$ cat config.mk
export PLATFORM = sky130hd
export DESIGN_NAME = arbiter8_rr_enc_flat
export DESIGN_NICKNAME = d
export VERILOG_FILES = /design/src/rtl/arbiter8_rr_enc_if.sv /design/src/rtl/arbiter8_rr_enc.sv /design/src/flat_wrapper.sv
export SDC_FILE = /design/constraint.sdc
export NUM_CORES = 1
export LEC_CHECK = 0
export ABC_AREA = 1
export CELL_PAD_IN_SITES_DETAIL_PLACEMENT = 2
export CELL_PAD_IN_SITES_GLOBAL_PLACEMENT = 2
export CORE_AREA = 2 2 82 69
export CTS_BUF_LIST = sky130_fd_sc_hd__clkbuf_16
export DETAILED_ROUTE_END_ITERATION = 8
export DIE_AREA = 0 0 84 71
export PLACE_DENSITY_LB_ADDON = 0.1
export SYNTH_ARGS = -nofsm -noshare
export SYNTH_HDL_FRONTEND = slang
export SYNTH_SLANG_ARGS = --single-unit
$ cat constraint.sdc
create_clock -name clk -period 6.9 [get_ports clk]
set_input_delay 1.38 -clock clk [delete_from_list [all_inputs] [get_ports clk]]
set_output_delay 1.38 -clock clk [all_outputs]
set_load 0.01 [all_outputs]
$ cat src/rtl/arbiter8_rr_enc_if.sv
// Request/grant bundle between the eight requesters and the round-robin arbiter.
// The arbiter side uses the slave modport; the requester side uses master.
interface arbiter8_rr_enc_if;
  logic       en;
  logic [7:0] req;
  logic       done;
  logic [7:0] gnt;
  logic [2:0] gnt_idx;
  logic       gnt_valid;
  logic       timeout;

  modport master (
    output en, req, done,
    input  gnt, gnt_idx, gnt_valid, timeout
  );

  modport slave (
    input  en, req, done,
    output gnt, gnt_idx, gnt_valid, timeout
  );
endinterface

$ cat src/rtl/arbiter8_rr_enc.sv
// Eight-way round-robin arbiter with registered one-hot and 8:3-encoded grant.
// Optional hold-limit revocation is compiled in with `define ARB_TIMEOUT_EN.
module arbiter8_rr_enc #(
  parameter int HOLD_MAX = 16
) (
  input  logic              clk,
  input  logic              rst_n,
  arbiter8_rr_enc_if.slave  bus
);

  typedef enum logic {IDLE, GRANT} state_t;

  state_t     state, state_nxt;
  logic [2:0] ptr, ptr_nxt;
  logic [7:0] gnt_nxt;
  logic [3:0] pick;
  logic       release_cond;
  logic       hold_limit;

  if (HOLD_MAX < 1 || HOLD_MAX > 255) begin : g_bad_hold
    $error("arbiter8_rr_enc: HOLD_MAX must be within 1..255");
  end

  // First set request at or after ptr, wrapping; returns {found, index}.
  function automatic logic [3:0] rr_pick(input logic [7:0] r, input logic [2:0] p);
    logic [3:0] res;
    logic [2:0] c;
    res = 4'b0000;
    for (int i = 7; i >= 0; i--) begin
      c = p + 3'(i);
      if (r[c]) res = {1'b1, c};
    end
    return res;
  endfunction

  function automatic logic [2:0] enc8to3(input logic [7:0] y);
    return {y[7] | y[6] | y[5] | y[4],
            y[7] | y[6] | y[3] | y[2],
            y[7] | y[5] | y[3] | y[1]};
  endfunction

  assign pick         = rr_pick(bus.req, ptr);
  assign release_cond = bus.done | ~bus.req[bus.gnt_idx] | ~bus.en;

`ifdef ARB_TIMEOUT_EN
  localparam logic [7:0] HOLD_LAST = 8'(HOLD_MAX - 1);
  logic [7:0] hold_cnt;

  assign hold_limit = (hold_cnt == HOLD_LAST);

  always_ff @(posedge clk or negedge rst_n) begin
    if (!rst_n) begin
      hold_cnt    <= 8'd0;
      bus.timeout <= 1'b0;
    end else begin
      hold_cnt    <= (state == GRANT) ? hold_cnt + 8'd1 : 8'd0;
      bus.timeout <= (state == GRANT) & hold_limit & ~release_cond;
    end
  end
`else
  assign hold_limit  = 1'b0;
  assign bus.timeout = 1'b0;
`endif

  always_comb begin
    state_nxt = state;
    ptr_nxt   = ptr;
    gnt_nxt   = bus.gnt;
    unique case (state)
      IDLE: begin
        if (bus.en && pick[3]) begin
          state_nxt = GRANT;
          gnt_nxt   = 8'b1 << pick[2:0];
        end
      end
      GRANT: begin
        if (release_cond || hold_limit) begin
          state_nxt = IDLE;
          gnt_nxt   = 8'h00;
          // Dropping en parks the pointer so the same owner wins again.
          if (bus.en) ptr_nxt = bus.gnt_idx + 3'd1;
        end
      end
    endcase
  end

  always_ff @(posedge clk or negedge rst_n) begin
    if (!rst_n) begin
      state         <= IDLE;
      ptr           <= 3'd0;
      bus.gnt       <= 8'h00;
      bus.gnt_idx   <= 3'd0;
      bus.gnt_valid <= 1'b0;
    end else begin
      state         <= state_nxt;
      ptr           <= ptr_nxt;
      bus.gnt       <= gnt_nxt;
      bus.gnt_idx   <= enc8to3(gnt_nxt);
      bus.gnt_valid <= (state_nxt == GRANT);
    end
  end

endmodule

$ cat src/flat_wrapper.sv
// flat-port wrapper written by rule: the top's interface ports become plain ports
module arbiter8_rr_enc_flat 
#(
  parameter int HOLD_MAX = 16
)
  (clk, rst_n, bus_en, bus_req, bus_done, bus_gnt, bus_gnt_idx, bus_gnt_valid, bus_timeout);
  arbiter8_rr_enc_if bus_i ();
  input  logic clk;
  input  logic rst_n;
  input wire logic [$bits(bus_i.en)-1:0] bus_en;
  input wire logic [$bits(bus_i.req)-1:0] bus_req;
  input wire logic [$bits(bus_i.done)-1:0] bus_done;
  output wire logic [$bits(bus_i.gnt)-1:0] bus_gnt;
  output wire logic [$bits(bus_i.gnt_idx)-1:0] bus_gnt_idx;
  output wire logic [$bits(bus_i.gnt_valid)-1:0] bus_gnt_valid;
  output wire logic [$bits(bus_i.timeout)-1:0] bus_timeout;
  assign bus_i.en = bus_en;
  assign bus_i.req = bus_req;
  assign bus_i.done = bus_done;
  assign bus_gnt = bus_i.gnt;
  assign bus_gnt_idx = bus_i.gnt_idx;
  assign bus_gnt_valid = bus_i.gnt_valid;
  assign bus_timeout = bus_i.timeout;
  arbiter8_rr_enc #(.HOLD_MAX(HOLD_MAX)) u_core (.clk(clk), .rst_n(rst_n), .bus(bus_i));
endmodule
# Word level (Yosys, flattened, before mapping)
# Index checks and enable logic that the tools add are counted.
[totals]
ff_bits = 15
input_bits = 12
wordCells = 73
[op_classes]
n_mux = 32
magnitude_cmp = 9
n_addsub = 8
n_bitwise = 13
n_eq_ne = 2
reduce_logical = 3
shifts = 1
[op_table]
columns = ["op", "n"]
rows = [
  ["$lt A3 B4 Y1 const B", 9],
  ["$mux W4", 8],
  ["$bmux W1 S3", 9],
  ["$mux W8", 2],
  ["$pmux W8 S2", 1],
  ["$add A3 B3 Y3 const B", 4],
  ["$mux W1", 11],
  ["$or A1 B1 Y1", 10],
  ["$shl A1 B3 Y8 const A", 1],
  ["$add A3 B1 Y3 const B", 2],
  ["$add A3 B2 Y3 const B", 2],
  ["$not A1 Y1", 3],
  ["$reduce_and A3 Y1", 1],
  ["$ne A2 B1 Y1 const B", 1],
  ["$ne A2 B2 Y1 const B", 1],
  ["$pmux W1 S2", 1],
  ["$reduce_and A2 Y1", 1],
  ["$logic_and A1 B1 Y1", 1],
]

# Logic depth before layout (Yosys ltp)
[logic_depth]
word_depth = 17
depth_mapped = 22
mapped_depth_nobuf = 21

# Worst setup path before layout
# Ideal clock, no wire load.
[synth_timing]
path_kind = "input-to-reg"
startpoint = "input port bus_req[3]"
endpoint = "register u_core.bus.gnt_idx[1]"
n_path_buf = 0
t_arrival_ps = 2744
required_ps = 6781
stages = 14
setup_time_ps = 119
slack_ps = 4037
cell_sequence = "nand2_1 -> nand2_1 -> o211ai_4 -> nand2_4 -> nor2_4 -> nand2_2 -> o21ai_4 -> nor2_2 -> nand3_1 -> nand2_1 -> nand2_1 -> nand2_2 -> nor2_2 -> nand2_1"
[synth_between]
elab_chain_len = 16
[synth_lines]
columns = ["item", "line", "text"]
rows = [
  ["from (decl)", "flat_wrapper.sv:11", "input wire logic [$bits(bus_i.req)-1:0] bus_req;"],
  ["$bmux W1 S3", "arbiter8_rr_enc.sv:31", "if (r[c]) res = {1'b1, c};"],
  ["$mux W1 (implied by the code)", "arbiter8_rr_enc.sv:31", ""],
  ["$mux W4 (8 in series)", "arbiter8_rr_enc.sv:31", ""],
  ["$shl A1 B3 Y8 or $logic_and A1 B1 Y1 (tied branches)", "arbiter8_rr_enc.sv:73, arbiter8_rr_enc.sv:71", ""],
  ["$mux W8", "arbiter8_rr_enc.sv:71", "if (bus.en && pick[3]) begin"],
  ["$pmux W8 S2 (*)", "arbiter8_rr_enc.sv:69", "unique case (state)"],
  ["named net u_core.gnt_nxt[6]", "arbiter8_rr_enc.sv:15", "logic [7:0] gnt_nxt;"],
  ["$or A1 B1 Y1 (*) (3 in series)", "arbiter8_rr_enc.sv:38", "y[7] | y[6] | y[3] | y[2],"],
  ["to (signal assigned)", "arbiter8_rr_enc.sv:98", "bus.gnt_idx <= enc8to3(gnt_nxt);"],
  ["to (decl)", "arbiter8_rr_enc_if.sv:19", "output gnt, gnt_idx, gnt_valid, timeout"],
]
# The timed path passes the listed nets; every way through them passes the cells marked *. The select of a mux whose other input is x is not followed.
# A chain may end at the register's enable or synchronous reset.

# Final worst setup path
[layout_timing]
startpoint = "input port bus_req[1]"
endpoint = "register u_core.bus.gnt_idx[0]"
[layout_lines]
columns = ["item", "line", "text"]
rows = [
  ["$bmux W1 S3", "arbiter8_rr_enc.sv:31", ""],
  ["$mux W1 (implied by the code)", "arbiter8_rr_enc.sv:31", ""],
  ["$mux W4 (8 in series)", "arbiter8_rr_enc.sv:31", ""],
  ["$shl A1 B3 Y8 or $logic_and A1 B1 Y1 (tied branches)", "arbiter8_rr_enc.sv:73, arbiter8_rr_enc.sv:71", ""],
  ["$mux W8", "arbiter8_rr_enc.sv:71", ""],
  ["$pmux W8 S2 (*)", "arbiter8_rr_enc.sv:69", ""],
  ["named net u_core.gnt_nxt[3]", "arbiter8_rr_enc.sv:15", ""],
  ["$or A1 B1 Y1 (*) (2 in series)", "arbiter8_rr_enc.sv:39", "y[7] | y[5] | y[3] | y[1]};"],
]
# Marks and branches as above.

==> flow_metrics.env <==
export IMPL_grt_pass1_vias=1737
export IMPL_cp_num_buf_inv=2
export IMPL_cts_buffers=3
export IMPL_cts_setup_buffers=0
export IMPL_hp_class="reg2reg"
export IMPL_drv_slew=0
export IMPL_hold_violations=0
export IMPL_fin_nets=278
export IMPL_path_max_fanout=10
export IMPL_die_area_sq_um=5960
export IMPL_clk_latency_ns=0.25
export IMPL_synth_avg_cell_area_sq_um=6.24
export IMPL_coreArea_sq_um=5190
export IMPL_clkTransAtPathRegs_ns=0.05
export IMPL_chipWidth_um=84
export IMPL_rsz0062_at_grt="false"
export IMPL_drt_total_wl_um=5310
export IMPL_fin_skew_ns=0.00569
export IMPL_ys_warn_count=0
export IMPL_multi_input_area_sq_um=982
export IMPL_antennaDiodeCount=0
export IMPL_dr_pass1_iters=4
export IMPL_timing_fmax_mhz=279
export IMPL_holdBufCountCts=0
export IMPL_drtAntennaViolNets=0
export IMPL_h_tree_depth=1
export IMPL_status="completed"
export IMPL_antenna_found_initial=0
export IMPL_drive_above_1_share_pct=11.1
export IMPL_startpoint_type="primary input"
export IMPL_path_class="in2reg"
export IMPL_path_delay_family="simple AND/OR/NAND/NOR gates"
export IMPL_synthToLayoutAreaGrowth_pct=23.5
export IMPL_timing_final_crit_share_pct=52.0
export IMPL_hp_start="u_core.bus.gnt[4]$_DFF_PN0_"
export IMPL_yosys_register_bits=15
export IMPL_synth_nets=254
export IMPL_io_buffer_count=23
export IMPL_slowest_delay_ns=0.47
export IMPL_critPathCaptureType="flip-flop"
export IMPL_reg2reg_setup_slack_ns=3.44
export IMPL_top_layer_used="met4"
export IMPL_crit_top_cell="nand2_1"
export IMPL_yosysTopAreaCellShare_pct=25.2
export IMPL_dr_wl_met3_um=140
export IMPL_crit_chain="clkdlybuf4s50_1 > nand2_1 > nand3_1 > nand3_1 > nand2_1 > inv_1 > nand4_1 > o21ai_4 > a21oi_2 > nand3_1 > nand2_1 > nand2_1 > nand2_1 > nor2_1 > nand2_1"
export IMPL_ys_types=28
export IMPL_grt_overflow=0
export IMPL_cp_slowest_cell="clkdlybuf4s50_1"
export IMPL_r2r_start="u_core.ptr[0]$_DFFE_PN0P_"
export IMPL_ys_seq_area_share_pct=25.2
export IMPL_clk_path_buf_depth=2
export IMPL_wl_per_cell_um=16.2
export IMPL_slew_headroom_pct=51.9
export IMPL_clkSinkCount=15
export IMPL_route_detailed_drc=0
export IMPL_final_cell_mix="nand2_1, nand3_1, clkdlybuf4s50_1, inv_1"
export IMPL_syn_area_sq_um=1490
export IMPL_drt_first_iter_violations=37
export IMPL_holdWs_ns=0.540
export IMPL_ys_top_cells_by_area="dfrtp_1, nand2_1, nand3_1"
export IMPL_avgViaCountPerCell=4.98
export IMPL_cap_violations=0
export IMPL_cts_tree="yes"
export IMPL_startpoint="bus_req[1]"
export IMPL_io_pins=25
export IMPL_synthCells=239
export IMPL_grt_max_degree=16
export IMPL_yosys_area_top_type="dfrtp_1"
export IMPL_place_gp_congestion=0.791
export IMPL_grt_pass1_wl_um=8980
export IMPL_clock_root_buffer="clkbuf_16"
export IMPL_cp_arrival_ns=3.72
export IMPL_start_util_pct=28.7
export IMPL_cts_resized_gates=0
export IMPL_worst_slew_pin_slew_ns=0.720
export IMPL_std_cell_rows=24
export IMPL_fin_setup_tns_ns=0
export IMPL_seq_area_sq_um=375
export IMPL_setup_violations=0
export IMPL_post_dp_hpwl_um=4380
export IMPL_wl_met1_um=2780
export IMPL_vias=1627
export IMPL_min_period_ns=3.59
export IMPL_die_y_um=71
export IMPL_mostFrequentLayoutCell="nand2_1"
export IMPL_fillers=653
export IMPL_required_ns=7.03
export IMPL_fin_util_pct=35.5
export IMPL_wl_met2_um=2380
export IMPL_grt_usage_pct=18.8
sequential cells by signal (all words and copies together), names as in the netlist:
name	cells
u_core.ptr	3
u_core.bus.gnt_valid	1
u_core.bus.gnt_idx	3
u_core.bus.gnt	8
per-layer routing:
metal | GRT usage, % | up-vias
li1 | - | 816
met1 | 27.9 | 783
met2 | 31.4 | 26
met3 | 1.40 | 2
met4 | 1.08 | 0
met5 | 0 | -
logic make-up (layout without fill, tap and decap cells):
logic type                 count (synthesis)  in the layout  synth area share [%]
AOI/OAI and AO/OA                         23             23                  11.1
xor gates and xnor gates                   3              3                  1.76
adders and majority gates                  3              3                  2.52
buffers and inverters                     28             51                  8.98
DFF                                       15             15                  25.2
other                                      1              1                 0.251
and+or+nand+nor                          166            166                  50.3
synth_stat cells, drive strengths merged:
cell / count
inv: 24
o211ai: 2
conb: 1
o32ai: 2
o21bai: 1
xor2: 1
nand3: 35
dfrtp: 15
nand4: 5
o21ai: 7
a31oi: 1
nand2: 107
xnor2: 2
buf: 4
ha: 3
nor2: 19
a21oi: 10
path summary, 6_finish.rpt:
check	cells after the start	endpoint
worst min-delay path	2	u_core.bus.gnt[4]$_DFF_PN0_
worst min register to register	2	u_core.bus.gnt[4]$_DFF_PN0_
min in group asynchronous	1	u_core.bus.gnt[6]$_DFF_PN0_
worst max register to register	16	u_core.bus.gnt_idx[0]$_DFF_PN0_
worst max-delay path	15	u_core.bus.gnt_idx[0]$_DFF_PN0_
max in group asynchronous	1	u_core.bus.gnt[5]$_DFF_PN0_
metrics by stage:
step | cells | setup WS [ns] | cell area [sq um]
2_1_floorplan | 239 | 4.04 | 1490
4_1_cts | 327 | 3.22 | 1840
5_1_grt | 327 | 2.99 | 1840
3_3_place_gp | 323 | 3.05 | 1760
3_5_place_dp | 323 | 3.00 | 1760
6_report | 327 | 3.31 | 1840
layout make-up:
class	instances	share of cell area, %
multi-input combinational	196	53.3
sequential	15	20.4
timing repair buffer	23	12.5
inverter	24	5.03
tap	65	4.42
clock buffer	3	4.08
clock inverter	1	0.272
worst min-delay path, delay by kind of cell (launching register included):
family | cells | cell delay [ns]
DFF | 1 | 0.36
and+or+nand+nor | 2 | 0.14
Power is left out: the tool's default activity adds up to more than one toggle a clock period on the data nets, which glitch-free logic cannot reach.
